## src/rtl/mat_pkg.sv

```systemverilog
// rtl/mat_pkg.sv - shared constants, state enum and index-width helper for matrix control blocks
package mat_pkg;

  localparam int DEF_ROWS   = 8;
  localparam int DEF_COLS   = 8;
  localparam int DEF_ADDR_W = 8;

  localparam logic ORD_ROW = 1'b0;
  localparam logic ORD_COL = 1'b1;

  typedef enum logic {
    ST_IDLE = 1'b0,
    ST_RUN  = 1'b1
  } state_e;

  // An index register needs at least one bit even for a single-entry dimension.
  function automatic int idx_w(input int n);
    return (n <= 2) ? 1 : $clog2(n);
  endfunction

endpackage

```

## src/rtl/wrap_counter.sv

```systemverilog
// rtl/wrap_counter.sv - modulo-(MAX+1) counter with clear, load-zero, increment enable and terminal count
module wrap_counter #(
  parameter int WIDTH = 3,
  parameter int MAX   = 7
) (
  input  logic             clk,
  input  logic             clear,
  input  logic             load_zero,
  input  logic             inc,
  output logic [WIDTH-1:0] count,
  output logic             tc
);

  localparam logic [WIDTH-1:0] MAX_V = WIDTH'(MAX);

  logic [WIDTH-1:0] cnt_q, cnt_d;

  always_comb begin
    cnt_d = cnt_q;
    if (load_zero) begin
      cnt_d = '0;
    end else if (inc) begin
      cnt_d = (cnt_q == MAX_V) ? '0 : cnt_q + 1'b1;
    end
  end

  always_ff @(posedge clk) begin
    if (clear) begin
      cnt_q <= '0;
    end else begin
      cnt_q <= cnt_d;
    end
  end

  assign count = cnt_q;
  assign tc    = (cnt_q == MAX_V);

endmodule

```

## src/rtl/mat_addr_gen.sv

```systemverilog
// rtl/mat_addr_gen.sv - row-major matrix address walker with column- or row-major traversal order
module mat_addr_gen
  import mat_pkg::*;
#(
  parameter  int ROWS   = DEF_ROWS,
  parameter  int COLS   = DEF_COLS,
  parameter  int ADDR_W = DEF_ADDR_W,
  localparam int RI_W   = idx_w(ROWS),
  localparam int CI_W   = idx_w(COLS)
) (
  input  logic              clk,
  input  logic              reset,
  input  logic              start,
  input  logic [ADDR_W-1:0] base,
  input  logic              col_major,
  input  logic              step,
  input  logic              abort,
  output logic [ADDR_W-1:0] addr,
  output logic [RI_W-1:0]   row_idx,
  output logic [CI_W-1:0]   col_idx,
  output logic              valid,
  output logic              busy,
  output logic              line_last,
  output logic              done
);

  localparam logic [ADDR_W-1:0] COLS_A = ADDR_W'(COLS);

  state_e            state_q, state_d;
  logic [ADDR_W-1:0] addr_q, addr_d;
  logic [ADDR_W-1:0] base_q, base_d;
  logic              mode_q, mode_d;
  logic              valid_q, valid_d;
  logic              done_q, done_d;

  logic accept, run_step, last_elem, r_tc, c_tc, r_inc, c_inc;
  logic [RI_W-1:0] r_cnt;
  logic [CI_W-1:0] c_cnt;

  assign accept    = (state_q == ST_IDLE) && start && !abort;
  assign run_step  = (state_q == ST_RUN) && step && !abort;
  assign last_elem = r_tc && c_tc;

  // The inner dimension counts every step; the outer one only when the inner wraps.
  assign r_inc = run_step && !last_elem && ((mode_q == ORD_COL) ? 1'b1 : c_tc);
  assign c_inc = run_step && !last_elem && ((mode_q == ORD_COL) ? r_tc : 1'b1);

  wrap_counter #(.WIDTH(RI_W), .MAX(ROWS - 1)) u_row_cnt (
    .clk       (clk),
    .clear     (reset),
    .load_zero (accept),
    .inc       (r_inc),
    .count     (r_cnt),
    .tc        (r_tc)
  );

  wrap_counter #(.WIDTH(CI_W), .MAX(COLS - 1)) u_col_cnt (
    .clk       (clk),
    .clear     (reset),
    .load_zero (accept),
    .inc       (c_inc),
    .count     (c_cnt),
    .tc        (c_tc)
  );

  always_comb begin
    state_d = state_q;
    addr_d  = addr_q;
    base_d  = base_q;
    mode_d  = mode_q;
    valid_d = valid_q;
    done_d  = 1'b0;
    if (abort) begin
      state_d = ST_IDLE;
      valid_d = 1'b0;
    end else if (accept) begin
      state_d = ST_RUN;
      base_d  = base;
      mode_d  = col_major;
      addr_d  = base;
      valid_d = 1'b1;
    end else if (run_step) begin
      if (last_elem) begin
        state_d = ST_IDLE;
        valid_d = 1'b0;
        done_d  = 1'b1;
      end else if (mode_q == ORD_COL) begin
        // Column change restarts from base so column-top addresses never drift.
        addr_d = r_tc ? (base_q + ADDR_W'(c_cnt) + 1'b1) : (addr_q + COLS_A);
      end else begin
        addr_d = addr_q + 1'b1;
      end
    end
  end

  always_ff @(posedge clk) begin
    if (reset) begin
      state_q <= ST_IDLE;
      addr_q  <= '0;
      base_q  <= '0;
      mode_q  <= ORD_ROW;
      valid_q <= 1'b0;
      done_q  <= 1'b0;
    end else begin
      state_q <= state_d;
      addr_q  <= addr_d;
      base_q  <= base_d;
      mode_q  <= mode_d;
      valid_q <= valid_d;
      done_q  <= done_d;
    end
  end

  assign addr      = addr_q;
  assign row_idx   = r_cnt;
  assign col_idx   = c_cnt;
  assign valid     = valid_q;
  assign busy      = valid_q;
  assign done      = done_q;
  assign line_last = valid_q && ((mode_q == ORD_COL) ? r_tc : c_tc);

endmodule

```

## config.mk

```make
export PLATFORM = sky130hd
export DESIGN_NAME = mat_addr_gen
export DESIGN_NICKNAME = d
export VERILOG_FILES = /design/src/rtl/mat_pkg.sv /design/src/rtl/wrap_counter.sv /design/src/rtl/mat_addr_gen.sv
export SDC_FILE = /design/constraint.sdc
export NUM_CORES = 1
export LEC_CHECK = 0
export CAP_MARGIN = 20
export CELL_PAD_IN_SITES_DETAIL_PLACEMENT = 2
export CELL_PAD_IN_SITES_GLOBAL_PLACEMENT = 2
export CORE_ASPECT_RATIO = 0.75
export CORE_MARGIN = 1.5
export CORE_UTILIZATION = 36
export DETAILED_ROUTE_END_ITERATION = 12
export DONT_BUFFER_PORTS = 1
export PLACE_DENSITY = 0.86
export SLEW_MARGIN = 20
export SYNTH_ARGS = -nofsm -noshare
export SYNTH_HDL_FRONTEND = slang
export SYNTH_SLANG_ARGS = --single-unit
```

## constraint.sdc

```tcl
create_clock -name clk -period 2.4 [get_ports clk]
set_clock_uncertainty 0.05 [all_clocks]
set_input_delay 0.6 -clock clk [delete_from_list [all_inputs] [get_ports clk]]
set_output_delay 0.6 -clock clk [all_outputs]
set_load 0.05 [all_outputs]
```

==> key figures <==
Floorplan
  • Core footprint: 4100 um^2
  • Initial Utilization: 38.0%
  • Die area: 4740 um^2
  • Cell row count: 20
  • Die H: 60.0 um
  • Die width: 79.0 um
  • Top Ports: 32

Synthesis
  • Ys flop type: dfxtp_1
  • Syn Nets: 215
  • Synth warnings: 0
  • Yosys top cell by area: dfxtp_1
  • Flops & latches, synth: 25
  • Post-synth top area share: 32.1%
  • Cell area after synthesis: 1560 um^2
  • Seq/Total Area, Yosys: 32.1%
  • FFs w/ async S/R, synth: 0%
  • Post-Syn Area per Cell: 8.21 um^2
  • Post-synth EDFFs: 0
  • Cells after Synth: 190
  • Synth cell types: 44
  • Top cells by area, synth: dfxtp_1 32%, ha_1 8.0%, nand2_1 6.3%

Clocking
  • Setup Fix Bufs, Post-CTS: 0
  • Post-CTS Hold Buffers: 0
  • Clock buffer depth: 2
  • Post-CTS Resized: 0
  • Worst-path clk slew: 0.10 ns
  • CTS tree: built
  • Worst-Skew Late Latency: 0.28 ns
  • CTS H-tree depth: 1
  • Root Buffer Master: clkbuf_8
  • TritonCTS Sinks: 25
  • CTS Buf Count: 3

Final layout
  • Fin nets: 231
  • Antenna Cells: 0
  • Final instance area: 1790 um^2
  • Layout cell share with drive strength beyond 1: 15.1%
  • Commonest cells after routing, fill and taps aside: 26 x nand2_1, 24 x dfxtp_1, 20 x nor2_1, 18 x buf_4, 17 x a21oi_1
  • # fillers: 484
  • Commonest non-fill, non-tap cell in the layout: nand2_1
  • Synth-to-layout area growth: 15.0%

Pwr
  • Cell Int Power: 602 uW
  • Reg power frac: 52.4%
  • Share of total power in the clock network: 31.5%
  • Sw Pwr: 277 uW
  • Switching part of the total: 31.5%
  • Cell Pwr Density: 490 nW/um^2
  • Combinational share of power: 16.2%
  • Peak VDD IR: 187 uV
  • Pleak: 0.000673 uW

Critical path
  • Critical Path Fanout Max: 4
  • Worst setup SP type: flip-flop
  • Crit path DAT: 2.42 ns
  • R2R cell count: 8
  • Kind of critical path: flip-flop to flip-flop
  • WP data required: 2.55 ns
  • Crit. End Element: flip-flop

Global route
  • Largest net degree at the start of global routing: 23
  • Antenna violations before repair: 0
  • GRT overflow: 0
  • Global Route Usage Sum: 25.5%
  • First-pass GRT wire length: 8.87 mm
  • Vias in the first global route: 1644

Placement
  • PortBufs: 0
  • GP Congestion: 0.908
  • DP Area: 1740 um^2
  • Hpwl dp: 4.36 mm

Route
  • Vias per cell: 5.79
  • Routed wire length: 5.59 mm
  • Vias post-DR: 1505
  • Antenna Nets Post-Route: 0
  • 1st-pass router iterations: 4
  • DR WL/cell: 21.5 um
  • First DRT Iteration DRCs: 88
  • DRC Markers: 0

Timing
  • Hold Slack: 0.321 ns
  • Max Clk Rate: 440 MHz
  • Final hold vios: 0
  • Tightest Pin Transition: 0.655 ns
  • RSZ-0062 raised after global routing: false
  • Slew headroom: 56.3%
  • Setup TNS: 0 ns
  • Fin crit share: 94.7%
  • Clock period minus worst slack: 2.27 ns
  • Slew Viols, Final: 0
  • Final setup vio count: 0

Min path
  • Worst hold path type: input port to flip-flop
  • Worst Hold Depth: 1

Outcome
  • Status: finished clean

Run
  • Max Cap Viol: 0
## sequential cells by signal (all words and copies together), names as in the netlist
register         cells
u_col_cnt.count      3
mode_q               1
done                 1
addr                 8
u_row_cnt.count      3
busy                 1
base_q               8
## power by group through the flow
| stage | clock (uW) | sequential [uW] | combinational [uW] |
|---|---|---|---|
| 2_1_floorplan | 0 | 491 | 80.3 |
| 3_3_place_gp | 0 | 467 | 132 |
| 3_5_place_dp | 0 | 469 | 141 |
| 4_1_cts | 286 | 460 | 143 |
| 5_1_grt | 303 | 464 | 156 |
| 6_report | 276 | 460 | 142 |
## worst max-delay path, cell delays in order, from the launching register on
cell       delay (ns)
dfxtp_2          0.37
inv_1            0.08
ha_1             0.22
fa_1             0.40
nor2b_1          0.22
o2111ai_1        0.15
xor2_1           0.19
a2111o_1         0.42
o211ai_1         0.10
## synthesized netlist by cell type (3+ instances only)
cell,number
a21boi_0,3
a21oi_1,17
a31oi_1,4
buf_2,3
clkbuf_1,3
dfxtp_1,25
ha_1,10
inv_1,8
mux2i_1,4
nand2_1,26
nand3_1,6
nor2_1,20
o211ai_1,4
o21ai_0,4
o221ai_1,3
xnor2_1,5
xor2_1,7
## worst paths after layout
kind | slack, ns | from | endpoint
hold reg to reg | 0.43 | base_q[7] | base_q[7]
setup / recovery | 0.13 | u_col_cnt.count[0] | addr[6]
hold / removal | 0.32 | reset | addr[2]
setup reg to reg | 0.13 | u_col_cnt.count[0] | addr[6]
## metal layers
layer	global-route usage, %	share of wire [%]	vias up
met3	5.80	5.6	13
met4	7.77	2.2	0
met5	0	0	-
li1	-	-	706
met1	31.8	45	738
met2	44.3	48	48
## through the flow
stage	total power, uW	cells	setup WS [ns]	util [%]
floorplan	571	190	0.0377	-
global placement	598	256	0.305	42.5
detailed placement	611	256	0.165	42.5
CTS	890	260	0.128	43.7
global route	922	260	0.0215	43.7
finish	879	260	0.127	43.7
## cells by family (layout without fill, tap and decap cells)
logic type / count (synthesis) / in the layout / synth area share (%)
and+or+nand+nor: 73 / 73 / 22.8
DFF: 25 / 25 / 32.1
xor gates and xnor gates: 12 / 12 / 6.74
muxes: 5 / 5 / 3.53
buffers and inverters: 16 / 31 / 4.82
AOI/OAI and AO/OA: 48 / 48 / 20.7
adders and majority gates: 11 / 11 / 9.31
## cell type report
cell class              instances  area [um^2]  share of cell area, %
repair buffers                 19          155                   8.65
inverters                       8         30.0                   1.67
clock inverters                 1         8.76                  0.488
flip-flops and latches         25          502                   28.0
multi-input cells             149          987                   55.1
clock buffers                   3         41.3                   2.30
well taps                      55         68.8                   3.84
Note: power is estimated with default switching activity, not from simulation.
